--- config.mk ---
export PLATFORM = sky130hd
export DESIGN_NAME = key_auth_arbiter
export DESIGN_NICKNAME = d
export VERILOG_FILES = /design/src/rtl/key_auth_pkg.sv /design/src/rtl/key_auth_arbiter_rr_pick.sv /design/src/rtl/key_auth_arbiter.sv
export SDC_FILE = /design/constraint.sdc
export NUM_CORES = 1
export LEC_CHECK = 0
export ABC_AREA = 1
export BUFFER_PORTS_ARGS = -buffer_cell sky130_fd_sc_hd__clkbuf_2
export CORE_UTILIZATION = 40
export CTS_CLUSTER_DIAMETER = 80
export DETAILED_ROUTE_END_ITERATION = 7
export SLEW_MARGIN = 20
export SYNTH_ARGS = -nofsm -noshare
export SYNTH_HDL_FRONTEND = slang
export SYNTH_HIERARCHICAL = 1
export SYNTH_SLANG_ARGS = --single-unit
--- constraint.sdc ---
create_clock -name clk -period 2.2 [get_ports clk]
set_input_delay 0.44 -clock clk [delete_from_list [all_inputs] [get_ports clk]]
set_output_delay 0.44 -clock clk [all_outputs]
set_load 0.02 [all_outputs]
--- src/rtl/key_auth_pkg.sv ---
// Shared state encodings and default authentication constants for the
// key transponder authenticator.
package key_auth_pkg;

  typedef logic [2:0] state_t;

  localparam state_t ST_IDLE  = 3'd0;
  localparam state_t ST_REQ   = 3'd1;
  localparam state_t ST_RECV  = 3'd2;
  localparam state_t ST_CHECK = 3'd3;
  localparam state_t ST_GO    = 3'd4;
  localparam state_t ST_LOCK  = 3'd5;

  localparam int DEF_N_KEYS   = 4;
  localparam int DEF_CODE_W   = 4;
  localparam int DEF_MAX_FAIL = 3;
  localparam int DEF_LOCK_CYC = 16;

  localparam logic [DEF_CODE_W-1:0] DEF_CODE = 4'b1011;

endpackage

--- src/rtl/key_auth_arbiter_rr_pick.sv ---
// Combinational round-robin picker: first present key at or after rr_ptr,
// searching cyclically.
module rr_pick #(
  parameter int N_KEYS = 4,
  parameter int GW     = $clog2(N_KEYS)
) (
  input  logic [N_KEYS-1:0] key_present,
  input  logic [GW-1:0]     rr_ptr,
  output logic [GW-1:0]     grant,
  output logic              valid
);

  logic [GW-1:0] idx;

  // Walk offsets from farthest to nearest so the nearest present key wins.
  always_comb begin
    grant = '0;
    valid = 1'b0;
    idx   = '0;
    for (int i = N_KEYS-1; i >= 0; i--) begin
      idx = GW'((int'(rr_ptr) + i) % N_KEYS);
      if (key_present[idx]) begin
        grant = idx;
        valid = 1'b1;
      end
    end
  end

endmodule

--- src/rtl/key_auth_arbiter.sv ---
// Shared serial-code authenticator: arbitrates key transponders round-robin,
// checks each received code and locks out after repeated mismatches.
module key_auth_arbiter
  import key_auth_pkg::*;
#(
  parameter int                N_KEYS   = DEF_N_KEYS,
  parameter int                CODE_W   = DEF_CODE_W,
  parameter logic [CODE_W-1:0] CODE     = DEF_CODE,
  parameter int                MAX_FAIL = DEF_MAX_FAIL,
  parameter int                LOCK_CYC = DEF_LOCK_CYC,
  parameter int                GW       = $clog2(N_KEYS),
  parameter int                FW       = $clog2(MAX_FAIL+1)
) (
  input  logic              clk,
  input  logic              rst,
  input  logic              comeca,
  input  logic [N_KEYS-1:0] key_present,
  input  logic [N_KEYS-1:0] key_code,
  output logic [N_KEYS-1:0] key_req,
  output logic [GW-1:0]     grant,
  output logic              start,
  output logic              busy,
  output logic              locked,
  output logic [FW-1:0]     fail_cnt
);

  localparam int BW = $clog2(CODE_W+1);
  localparam int LW = $clog2(LOCK_CYC+1);

  state_t            state;
  logic [GW-1:0]     rr_ptr;
  logic [GW-1:0]     grant_r;
  logic [GW-1:0]     next_ptr;
  logic [CODE_W-1:0] shreg;
  logic [BW-1:0]     bit_cnt;
  logic [FW-1:0]     fail_cnt_r;
  logic [LW-1:0]     lock_cnt;
  logic [GW-1:0]     pick_grant;
  logic              pick_valid;

  rr_pick #(
    .N_KEYS(N_KEYS),
    .GW    (GW)
  ) u_rr_pick (
    .key_present(key_present),
    .rr_ptr     (rr_ptr),
    .grant      (pick_grant),
    .valid      (pick_valid)
  );

  assign next_ptr = (grant_r == GW'(N_KEYS-1)) ? '0 : grant_r + 1'b1;

  always_ff @(posedge clk or posedge rst) begin
    if (rst) begin
      state      <= ST_IDLE;
      rr_ptr     <= '0;
      grant_r    <= '0;
      shreg      <= '0;
      bit_cnt    <= '0;
      fail_cnt_r <= '0;
      lock_cnt   <= '0;
    end else begin
      case (state)
        ST_IDLE: begin
          if (comeca && pick_valid) begin
            grant_r <= pick_grant;
            state   <= ST_REQ;
          end
        end
        ST_REQ: begin
          bit_cnt <= '0;
          state   <= ST_RECV;
        end
        ST_RECV: begin
          shreg <= {shreg[CODE_W-2:0], key_code[grant_r]};
          if (bit_cnt == BW'(CODE_W-1)) state <= ST_CHECK;
          else bit_cnt <= bit_cnt + 1'b1;
        end
        ST_CHECK: begin
          rr_ptr <= next_ptr;
          if (shreg == CODE) begin
            fail_cnt_r <= '0;
            state      <= ST_GO;
          end else begin
            // The final mismatch lands fail_cnt exactly on MAX_FAIL and holds there.
            fail_cnt_r <= fail_cnt_r + 1'b1;
            if (fail_cnt_r == FW'(MAX_FAIL-1)) begin
              lock_cnt <= LW'(LOCK_CYC-1);
              state    <= ST_LOCK;
            end else begin
              state <= ST_IDLE;
            end
          end
        end
        ST_GO: state <= ST_IDLE;
        ST_LOCK: begin
          if (lock_cnt == '0) begin
            fail_cnt_r <= '0;
            state      <= ST_IDLE;
          end else begin
            lock_cnt <= lock_cnt - 1'b1;
          end
        end
        default: state <= ST_IDLE;
      endcase
    end
  end

  assign key_req  = (state == ST_REQ) ? (N_KEYS'(1) << grant_r) : '0;
  assign grant    = (state == ST_IDLE) ? '0 : grant_r;
  assign start    = (state == ST_GO);
  assign busy     = (state != ST_IDLE);
  assign locked   = (state == ST_LOCK);
  assign fail_cnt = fail_cnt_r;

endmodule
==> Word level (Yosys, flattened, before mapping) <==
Index checks and enable logic that the tools add are counted.
{ "totals": {"memories": 0, "in_bits": 11, "romBits": 0, "elab_cells": 83, "reg_bits": 21, "latchBits": 0, "ramBits": 0, "out_inout_bits": 11} }
{ "op_classes": {"add_sub_neg": 7, "bitwise": 0, "n_mul": 0, "div": 0, "n_lt_le_gt_ge": 5, "mux": 36, "eq_ne": 16, "reduce_logical": 11, "n_shift": 1} }
{ "ops": {"columns": ["cell", "n"], "rows": [
  ["3-bit two-way mux", 6],
  ["2-bit two-way mux", 8],
  ["2-bit by 3-bit less-than comparator with 1-bit output (second input constant)", 5],
  ["5-bit two-way mux", 3],
  ["3-bit case mux with 5 select lines", 1],
  ["2-bit != test (second input constant)", 6],
  ["1-bit binary-select mux with 2-bit select", 5],
  ["5-bit case mux with 2 select lines", 1],
  ["3-bit by 2-bit equality test with 1-bit output (second input constant)", 3],
  ["1-bit two-way mux", 9],
  ["2-bit by 1-bit adder with 2-bit output (second input constant)", 3],
  ["3-bit equality test (second input constant)", 2],
  ["3-bit case mux with 2 select lines", 1],
  ["2-bit AND reduction", 3],
  ["5-bit logical NOT", 1],
  ["5-bit by 1-bit subtractor with 5-bit output (second input constant)", 1],
  ["2-bit adder (second input constant)", 2],
  ["2-bit equality test (second input constant)", 2],
  ["4-bit equality test (second input constant)", 1],
  ["4-bit two-way mux", 1],
  ["2-bit case mux with 2 select lines", 1],
  ["4-bit AND reduction", 1],
  ["2-bit nonzero test", 2],
  ["1-bit by 2-bit << shifter with 4-bit output (first input constant)", 1],
  ["7 further kinds", 7]
]} }

==> Longest topological paths before layout <==
Gate-level depths: netlist (run 1).
{ "logic_depth": {"ltp_word": 10, "mapped_depth": 12} }

==> Cells and area by module <==
Netlist (run 1), hierarchy kept.
{ "modules_own_cells": {"columns": ["module", "area_per_inst_um2", "n_inst", "cells_per_inst"], "rows": [
  ["key_auth_arbiter", 1161.1, 1, 147],
  ["rr_pick", 215.2, 1, 44]
]} }

==> Worst setup path after synthesis (run 1) <==
OpenSTA, ideal clock, no wires.
{ "synth_path": {"path_kind": "reg2out", "from": "register state[2]", "to": "output port grant[0]", "stages_incl_launch_ff": 5, "setup_slack_ns": 0.661, "n_path_buf": 0, "required_time_ns": 1.760, "arrival_ns": 1.099, "path_cell_list": "dfrtp_1 inv_1 nand2_1 inv_1 nor2_1"} }
{ "synth_between": {"elab_chain_len": 2} }
{ "synth_rtl": {"columns": ["element", "line", "rtl"], "rows": [
  ["from (decl)", "key_auth_arbiter.sv:30", "state_t state;"],
  ["from (signal assigned)", "key_auth_arbiter.sv:55", "state <= ST_IDLE;"],
  ["from (signal assigned)", "key_auth_arbiter.sv:67", "state <= ST_REQ;"],
  ["from (signal assigned)", "key_auth_arbiter.sv:72", "state <= ST_RECV;"],
  ["3-bit logical NOT", "key_auth_arbiter.sv:110", "assign grant = (state == ST_IDLE) ? '0 : grant_r;"],
  ["2-bit two-way mux", "key_auth_arbiter.sv:110", null],
  ["to (decl)", "key_auth_arbiter.sv:20", "output logic [GW-1:0] grant,"]
]} }
Every way passes these cells.

==> Worst setup path after layout (run 1) <==
{ "layout_path": {"from": "register state[2]", "to": "output port key_req[1]"} }
{ "layout_between": {"elab_chain_len": 2} }
{ "layout_rtl": {"columns": ["element", "line", "rtl"], "rows": [
  ["3-bit by 1-bit equality test with 1-bit output", "key_auth_arbiter.sv:109", "assign key_req = (state == ST_REQ) ? (N_KEYS'(1) << grant_r) : '0;"],
  ["4-bit two-way mux", "key_auth_arbiter.sv:109", null],
  ["to (decl)", "key_auth_arbiter.sv:19", "output logic [N_KEYS-1:0] key_req,"]
]} }
Every way passes these cells.

==> results.sh, run 1 <==
export IMPL_p_int_w=0.00103
export IMPL_r2r_start="rr_ptr[0]$_DFFE_PP0P_"
export IMPL_cap_viol_max_count=0
export IMPL_endpoint_kind="primary output"
export IMPL_cts_buffers=3
export IMPL_fin_tns_setup_ns=0
export IMPL_rows=20
export IMPL_die_w_um=60.7
export IMPL_power_density_nw_per_um2=1310
export IMPL_nets=235
export IMPL_grt_max_degree=22
export IMPL_worstPathRequired_ns=1.76
export IMPL_cp_arrival_ns=1.51
export IMPL_overflow=0
export IMPL_worstSetupPathType="reg -> out"
export IMPL_power_leakage_nw=0.856
export IMPL_ant_nets=0
export IMPL_synth_top_area_cell="dfrtp_1"
export IMPL_period_needed_ns=1.95
export IMPL_num_fill_cells=344
export IMPL_cts_htree_levels=1
export IMPL_vias=1220
export IMPL_p_seq_share_pct=34.8
export IMPL_first_pass_iters=4
export IMPL_yosys_warnings=6
export IMPL_yosysSeqAreaShare_pct=38.2
export IMPL_dp_hpwl_um=2100
export IMPL_holdBufCountCts=0
export IMPL_switching_share_pct=49.4
export IMPL_syn_nets=210
export IMPL_hold_viol=0
export IMPL_fmax_mhz=514
export IMPL_core_um2=3150
export IMPL_outcome="finished, final reports clean"
export IMPL_synth_seq_cells=21
export IMPL_clk_pin_slew_ns=0.12
export IMPL_clk_insertion_delay_late_ns=0.30
export IMPL_grt_usage_pct=16.4
export IMPL_comb_power_share_pct=56.0
export IMPL_routed_wirelength_um=2700
export IMPL_drive_gt1_share_pct=20.5
export IMPL_critPathMaxFanout=8
export IMPL_syn_instance_count=191
export IMPL_min_path_type="in -> async"
export IMPL_drc_errors=0
export IMPL_post_cts_setup_buffers=0
export IMPL_synth_top_area_share_pct=38.2
export IMPL_finalWeightedCongestion=0.847
export IMPL_drt_iter0_markers=36
export IMPL_worst_slew_pin_slew_ns=0.809
export IMPL_wire_per_inst_um=10.4
export IMPL_slew_viol_final=0
export IMPL_antenna_found_initial=0
export IMPL_critPathLaunchType="flop"
export IMPL_fin_hold_ws_ns=0.253
export IMPL_die_area_um2=3680
export IMPL_port_buffers=21
export IMPL_cts_root_buf="clkbuf_4"
export IMPL_clockPowerShare_pct=9.3
export IMPL_synth_cell_types=25
export IMPL_io_pins=22
export IMPL_start_util_pct=43.7
export IMPL_p_switching_w=0.00100
export IMPL_dieHeight_um=60.7
export IMPL_crit_start="state[2]$_DFFE_PP0P_"
export IMPL_area_delta_synth_final_pct=12.7
export IMPL_fin_crit_sh_pct=88.5
export IMPL_rsz0062_at_grt="false"
export IMPL_relSlewSlack_pct=46.0
export IMPL_cts_sinks=21
export IMPL_setup_viol=0
export IMPL_synth_area_um2=1380
export IMPL_post_cts_resized=0
export IMPL_synth_area_leaders="dfrtp_1 (38%), nand2_1 (13%), inv_1 (8.2%)"
export IMPL_ctsLongestPathBuffers=2
export IMPL_viasPerCell=4.71
export IMPL_grt_pass1_vias=1105
export IMPL_cts_tree="yes"
export IMPL_syn_mean_instance_area_um2=7.21
export IMPL_grt_pass1_wl_um=4510
export IMPL_diodes=0
export IMPL_fin_skew_ns=0.00327
export IMPL_ir_worst_vdd_mv=0.688
## final timing paths
path	slack [ns]	endpoint	cells past startpoint
worst min-delay path	0.25	lock_cnt[2]$_DFFE_PP0P_	2
worst max register to register	0.67	state[0]$_DFFE_PP0P_	10
worst max-delay path	0.25	key_req[1]	4
min in group clk	0.42	grant_r[1]$_DFFE_PP0P_	3
worst min register to register	0.51	lock_cnt[4]$_DFFE_PP0P_	2
max in group asynchronous	1.45	bit_cnt[2]$_DFFE_PP0P_	2
## worst max-delay path, cell delays in order (launching register included)
cell,delay (ns)
dfrtp_1,0.45
inv_1,0.13
nand3_1,0.26
nor2_1,0.18
clkbuf_2,0.19
## Yosys cell counts
master	n
a21oi_1	4
and2_4	1
buf_6	1
dfrtp_1	21
ha_1	8
inv_1	30
inv_2	5
inv_4	1
nand2_1	46
nand2_2	5
nand2_4	2
nand3_1	20
nand3_2	3
nand3b_1	1
nand4_1	1
nor2_1	21
nor2_2	1
nor2_4	1
nor3_1	1
o21ai_0	13
o21ai_1	1
o21ai_2	1
o22ai_1	1
o31ai_1	1
xnor2_1	1
## stage by stage
stage          utilization (%)  std cells  total power, W  area, um^2  setup slack, ns
2_1_floorplan                -        191         0.00159        1380            0.661
3_3_place_gp              48.4        255         0.00183        1530            0.661
3_5_place_dp              48.4        255         0.00185        1530            0.593
4_1_cts                   49.2        259         0.00206        1550            0.228
5_1_grt                   49.2        259         0.00225        1550            0.118
6_report                  49.2        259         0.00203        1550            0.253
## cells by family after synthesis
family	synth area share [%]
adders and majority gates	7.27
xor gates and xnor gates	0.636
buffers and inverters	10.8
and+or+nand+nor	34.9
DFF	38.2
AOI/OAI and AO/OA	8.18
## cell usage in the layout (no fill, tap or decap)
master    netlist  layout
a21oi_1         4       4
nand3_1        20      20
o31ai_1         1       1
inv_4           1       1
xnor2_1         1       1
nand2_4         2       2
inv_2           5       5
nor2_2          1       1
clkbuf_4        0       3
nor3_1          1       1
nand3b_1        1       1
ha_1            8       8
nand2_2         5       5
o21ai_0        13      13
o21ai_2         1       1
o21ai_1         1       1
inv_1          30      30
nor2_4          1       1
o22ai_1         1       1
dfrtp_1        21      21
nor2_1         21      21
nand4_1         1       1
and2_4          1       1
nand3_2         3       3
nand2_1        46      46
clkbuf_2        0      21
clkbuf_1        0       1
## power groups by stage
| stage | Clock [W] | Combinational [W] | Sequential (W) |
|---|---|---|---|
| CTS | 0.000202 | 0.00115 | 0.000707 |
| finish | 0.000188 | 0.00114 | 0.000705 |
| detailed placement | 0 | 0.00114 | 0.000715 |
| floorplan | 0 | 0.000898 | 0.000690 |
| global route | 0.000207 | 0.00131 | 0.000731 |
| global placement | 0 | 0.00112 | 0.000709 |
## routing by layer
metal	vias up	global-route usage, %	wire (um)
met2	26	28.1	1240
met5	-	0	0
li1	649	-	-
met1	543	21.7	1360
met4	0	2.92	15
met3	2	3.20	89
## area by class of cell
type,instances,area (um^2),area share [%]
inverter,36,138,8.87
tap,44,55.1,3.55
sequential,21,526,33.9
timing repair buffer,21,105,6.77
clock buffer,4,26.3,1.69
multi-input combinational,133,702,45.2
## sequential cells by signal, summed over array words and instances, names as in the netlist
signal,count
state,3
lock_cnt,5
rr_ptr,2
grant_r,2
bit_cnt,3
fail_cnt,2
shreg,4
(Power assumes the default switching activity.)
==> run 2, diff against run 1 <==
==> constraint.sdc (replaced) <==
create_clock -name clk -period 1.7 [get_ports clk]
set_input_delay 0.34 -clock clk [delete_from_list [all_inputs] [get_ports clk]]
set_output_delay 0.34 -clock clk [all_outputs]
set_load 0.02 [all_outputs]
==> run 2 against run 1 <==
Effect of this change: routed wire length grew 1.5%; sequential power up 32%; clock power up 30%; critical endpoint is now key_req[2]; non-clock buffer count grew 8; clock skew rose by 0.0034 ns; die area is the same; utilization is 3.1 points higher; worst setup slack got worse by 0.19 ns; register-to-register slack lost 0.44 ns; final cell count up 3.1%; sequential share of layout area down 1.8 points; global-route usage up 1.1 points.
==> results.sh, run 2 (synthesis gave the netlist of run 1 again) <==
export IMPL_worstSetupPathType="reg -> out"
export IMPL_drc_errors=0
export IMPL_clk_pin_slew_ns=0.12
export IMPL_top_regs="lock_cnt (5), shreg (4)"
export IMPL_endpoint_kind="primary output"
export IMPL_grt_pass1_vias=1203
export IMPL_fin_crit_sh_pct=96.2
export IMPL_crit_chain="buf_4, ha_1, inv_1, nor2_1, buf_4"
export IMPL_drive_gt1_share_pct=29.1
export IMPL_cpMaxStageDelayCell="dfrtp_1"
export IMPL_top_register="lock_cnt"
export IMPL_period_needed_ns=1.64
export IMPL_power_leakage_nw=0.895
export IMPL_max_stage_delay_ns=0.44
export IMPL_slew_viol_final=0
export IMPL_cts_tree="yes"
export IMPL_cts_htree_levels=1
export IMPL_clk_insertion_delay_late_ns=0.30
export IMPL_port_buffers=21
export IMPL_cts_root_buf="clkbuf_4"
export IMPL_final_cell_mix="nand2_1 (45), inv_1 (25), nor2_1 (20), nand3_1 (19)"
export IMPL_rows=20
export IMPL_outcome="finished, final reports clean"
export IMPL_cts_sinks=21
export IMPL_antenna_found_initial=0
export IMPL_routed_wirelength_um=2740
export IMPL_fin_tns_setup_ns=0
export IMPL_utilization_pct=52.3
export IMPL_grt_pass1_wl_um=4850
export IMPL_die_w_um=60.7
export IMPL_critPathMaxFanout=4
export IMPL_ctsLongestPathBuffers=2
export IMPL_setup_viol=0
export IMPL_io_pins=22
export IMPL_dpl_worst_slack_ns=0.164
export IMPL_design_area_um2=1650
export IMPL_relSlewSlack_pct=82.4
export IMPL_holdBufCountCts=0
export IMPL_wire_per_inst_um=10.3
export IMPL_fmax_mhz=611
export IMPL_worstPathRequired_ns=1.36
export IMPL_grt_max_degree=22
export IMPL_min_path_type="in -> async"
export IMPL_layout_commonest_cell="nand2_1"
export IMPL_grt_usage_pct=17.5
export IMPL_ant_nets=0
export IMPL_viasPerCell=4.75
export IMPL_hold_viol=0
export IMPL_fin_ws_ns=0.0641
export IMPL_vias=1268
export IMPL_cts_buffers=3
export IMPL_placed_area_um2=1530
export IMPL_fin_skew_ns=0.00663
export IMPL_dieHeight_um=60.7
export IMPL_critPathLaunchType="flop"
export IMPL_nets=243
export IMPL_largest_reg_flops=5
export IMPL_dp_hpwl_um=2100
export IMPL_core_um2=3150
export IMPL_cap_viol_max_count=0
export IMPL_fin_hold_ws_ns=0.0195
export IMPL_drt_iter0_markers=60
export IMPL_area_delta_synth_final_pct=19.9
export IMPL_first_pass_iters=4
export IMPL_rsz0062_at_grt="true"
export IMPL_die_area_um2=3680
export IMPL_overflow=0
export IMPL_cpMostUsedCell="buf_4"
export IMPL_finalWeightedCongestion=0.819
export IMPL_ir_worst_vdd_mv=0.656
export IMPL_cp_arrival_ns=1.30
export IMPL_start_util_pct=43.7
export IMPL_diodes=0
export IMPL_worst_slew_pin_slew_ns=0.264
export IMPL_power_density_nw_per_um2=1700
run 2: cell count changes in the layout (fill, tap and decap cells not counted), sizes merged:
cell    delta
clkinv     +1
buf       +11
clkbuf     -4
run 2: worst max-delay path, delay by kind of cell, from the launching register on:
| family | cells | cell delay [ns] |
|---|---|---|
| DFF | 1 | 0.44 |
| buffers and inverters | 3 | 0.35 |
| adders and majority gates | 1 | 0.16 |
| and+or+nand+nor | 1 | 0.04 |
run 2: path summary, 6_finish.rpt:
path	start	endpoint	slack (ns)	depth (start not counted)
worst max-delay path	grant_r[1]$_DFFE_PP0P_	key_req[2]	0.06	5
worst min-delay path	rst	state[2]$_DFFE_PP0P_	0.02	3
max in group asynchronous	rst	grant_r[0]$_DFFE_PP0P_	1.45	3
worst min register to register	shreg[3]$_DFFE_PP0N_	shreg[3]$_DFFE_PP0N_	0.50	2
worst max register to register	rr_ptr[0]$_DFFE_PP0P_	state[0]$_DFFE_PP0P_	0.23	10
min in group clk	comeca	grant_r[1]$_DFFE_PP0P_	0.33	3
run 2: metal layers:
metal / up-vias / global-route usage (%) / routed length, um
li1: 663 / - / -
met1: 570 / 23.1 / 1320
met2: 31 / 28.9 / 1290
met3: 4 / 2.13 / 99
met4: 0 / 7.47 / 29
met5: - / 0 / 0
run 2: layout make-up:
cell class	instances	area, um^2
Clock buffer	3	22.5
Clock inverter	1	5.00
Fill cell	330	1500
Inverter	36	140
Multi-Input combinational cell	133	722
Sequential cell	21	529
Tap cell	44	55.1
Timing Repair Buffer	29	176
run 2: report_power, final:
group / switching [W] / internal, W / total (W)
Combinational: 0.00101 / 0.000623 / 0.00163
Clock: 0.000157 / 0.0000877 / 0.000245
Sequential: 0.000208 / 0.000725 / 0.000932
run 2: through the flow:
step                std cells  power, W
finish                    267   0.00281
global route              267   0.00311
CTS                       262   0.00271
detailed placement        256   0.00241
global placement          256   0.00237
floorplan                 191   0.00205
run 2: timing repair:
item | 4_1_cts | 5_1_grt
pin swaps | 0 | 2
endpoints found under the setup margin | 6 | 8
setup buffers | 2 | 5
gates resized for setup | 5 | 16
==> run 3, diff against run 2 <==
--- a/config.mk
+++ b/config.mk
@@ -7,7 +7,7 @@
 export LEC_CHECK = 0
 export ABC_AREA = 1
 export BUFFER_PORTS_ARGS = -buffer_cell sky130_fd_sc_hd__clkbuf_2
-export CORE_UTILIZATION = 40
+export CORE_UTILIZATION = 24
 export CTS_CLUSTER_DIAMETER = 80
 export DETAILED_ROUTE_END_ITERATION = 7
 export SLEW_MARGIN = 20
==> run 3 against run 2 <==
Effect of this change: worst hold slack gained 0.058 ns; clock skew grew 0.0027 ns; sequential share of layout area grew 0.15 points; global-route usage shrank 7.2 points; final cell count grew 9.0%; utilization shrank 22 points; first-iteration DRC count shrank 12%; worst setup slack gained 0.0079 ns; critical path depth shrank 1; register-to-register slack gained 0.05 ns; maximum frequency grew 0.48%; largest power group unchanged; highest routed layer unchanged.
==> results.sh, run 3 (synthesis gave the netlist of run 1 again) <==
export IMPL_outcome="finished, final reports clean"
export IMPL_routed_wirelength_um=2770
export IMPL_layout_commonest_cell="nand2_1"
export IMPL_area_delta_synth_final_pct=19.6
export IMPL_cp_arrival_ns=1.29
export IMPL_vias=1210
export IMPL_cts_sinks=21
export IMPL_die_area_um2=6040
export IMPL_worstPathRequired_ns=1.36
export IMPL_switching_share_pct=47.7
export IMPL_worstSetupPathType="reg -> out"
export IMPL_die_w_um=77.7
export IMPL_comb_power_share_pct=54.9
export IMPL_crit_chain="inv_1, nand3_1, inv_2, clkbuf_2"
export IMPL_cp_top_family="buffers and inverters"
export IMPL_antenna_found_initial=0
export IMPL_drc_errors=0
export IMPL_viasPerCell=4.16
export IMPL_relSlewSlack_pct=82.0
export IMPL_num_fill_cells=588
export IMPL_fin_skew_ns=0.00929
export IMPL_grt_pass1_wl_um=4960
export IMPL_ir_worst_vdd_mv=0.530
export IMPL_worst_slew_pin_slew_ns=0.270
export IMPL_slew_viol_final=0
export IMPL_p_int_w=0.00146
export IMPL_drive_gt1_share_pct=26.0
export IMPL_use_met3_pct=3.53
export IMPL_dp_hpwl_um=2220
export IMPL_holdBufCountCts=0
export IMPL_nets=239
export IMPL_fin_tns_setup_ns=0
export IMPL_diodes=0
export IMPL_port_buffers=21
export IMPL_core_um2=5510
export IMPL_drt_iter0_markers=53
export IMPL_power_density_nw_per_um2=1690
export IMPL_fmax_mhz=614
export IMPL_top_register="lock_cnt"
export IMPL_cpMaxStageDelayCell="dfrtp_1"
export IMPL_grt_max_degree=22
export IMPL_clockPowerShare_pct=11.6
export IMPL_largest_reg_flops=5
export IMPL_min_path_type="in -> async"
export IMPL_overflow=0
export IMPL_period_needed_ns=1.63
export IMPL_setup_viol=0
export IMPL_ctsLongestPathBuffers=2
export IMPL_wire_per_inst_um=9.51
export IMPL_fin_crit_sh_pct=95.8
export IMPL_critPathBufInv=3
export IMPL_power_leakage_nw=0.878
export IMPL_dieHeight_um=77.7
export IMPL_grt_usage_pct=10.3
export IMPL_cap_viol_max_count=0
export IMPL_cts_root_buf="clkbuf_8"
export IMPL_finalWeightedCongestion=0.776
export IMPL_critPathLaunchType="flop"
export IMPL_clk_insertion_delay_late_ns=0.26
export IMPL_p_seq_share_pct=33.5
export IMPL_final_cell_mix="nand2_1 (46), inv_1 (27), nor2_1 (21), clkbuf_2 (20), nand3_1 (19)"
export IMPL_fin_hold_ws_ns=0.0779
export IMPL_endpoint_kind="primary output"
export IMPL_gr_max_usage_layer="met2"
export IMPL_cts_buffers=3
export IMPL_cts_htree_levels=1
export IMPL_met1_usage_pct=12.1
export IMPL_critPathMaxFanout=6
export IMPL_grt_pass1_vias=1186
export IMPL_start_util_pct=25.0
export IMPL_io_pins=22
export IMPL_design_area_um2=1650
export IMPL_ant_nets=0
export IMPL_seq_area_um2=531
export IMPL_top_regs="lock_cnt (5), shreg (4)"
export IMPL_max_stage_delay_ns=0.42
export IMPL_rows=27
export IMPL_grt_util_met2_pct=17.3
export IMPL_p_switching_w=0.00133
export IMPL_cts_tree="yes"
export IMPL_placed_area_um2=1580
export IMPL_first_pass_iters=4
export IMPL_multi_input_area_um2=707
export IMPL_clk_pin_slew_ns=0.08
export IMPL_hold_viol=0
-- run 3: worst paths after layout --
check | startpoint | end | slack (ns) | cells past startpoint
hold / removal | rst | shreg[0]$_DFFE_PP0N_ | 0.08 | 3
max in group asynchronous | rst | rr_ptr[0]$_DFFE_PP0P_ | 1.39 | 3
setup reg to reg | rr_ptr[0]$_DFFE_PP0P_ | state[0]$_DFFE_PP0P_ | 0.28 | 11
hold reg to reg | shreg[3]$_DFFE_PP0N_ | shreg[3]$_DFFE_PP0N_ | 0.49 | 2
min in group clk | comeca | grant_r[0]$_DFFE_PP0P_ | 0.38 | 3
setup / recovery | state[1]$_DFFE_PP0P_ | locked | 0.07 | 4
-- run 3: repair_timing --
item / CTS / global route
pin swaps: 0 / 0
setup buffers: 0 / 2
gates resized for setup: 2 / 7
endpoints found under the setup margin: 3 / 7
gates cloned: 0 / 0
-- run 3: layout make-up --
class	instances	area share [%]
Clock buffer	3	2.51
Clock inverter	1	0.304
Inverter	36	8.36
Multi-Input combinational cell	133	42.9
Sequential cell	21	32.2
Tap cell	72	5.47
Timing Repair Buffer	25	8.21
-- run 3: metal layers --
metal  share of wire [%]  routed length [um]  vias to the layer above
li1                    -                   -                      653
met5                   0                   0                        -
met2                  44                1220                       17
met1                  51                1400                      538
met4                0.58                  16                        0
met3                 4.7                 130                        2
-- run 3: through the flow --
stage / setup slack, ns / instances / power, W / utilization (%)
2_1_floorplan: 0.261 / 191 / 0.00205 / -
3_3_place_gp: 0.224 / 285 / 0.00240 / 28.6
3_5_place_dp: 0.173 / 285 / 0.00243 / 28.6
4_1_cts: 0.0209 / 289 / 0.00278 / 29.5
5_1_grt: -0.00240 / 291 / 0.00312 / 29.9
6_report: 0.0719 / 291 / 0.00279 / 29.9
-- run 3: power by group through the flow --
stage	Clock, W	Combinational [W]	Sequential (W)
after global routing	0.000363	0.00179	0.000972
after floorplan	0	0.00116	0.000893
after global placement	0	0.00148	0.000926
after CTS	0.000340	0.00152	0.000927
after detailed placement	0	0.00150	0.000932
final	0.000323	0.00153	0.000934
-- run 3: worst register-to-register path: stages, from the launching register on --
cell and delay (ns):
dfrtp_2 0.50, inv_4 0.10, nand2_2 0.05, and2_4 0.13, inv_1 0.06, nand3_1 0.11, nand2_1 0.08, nand3_1 0.07
nand2_1 0.07, nor2_1 0.05, nand2_1 0.05, nand2_1 0.05
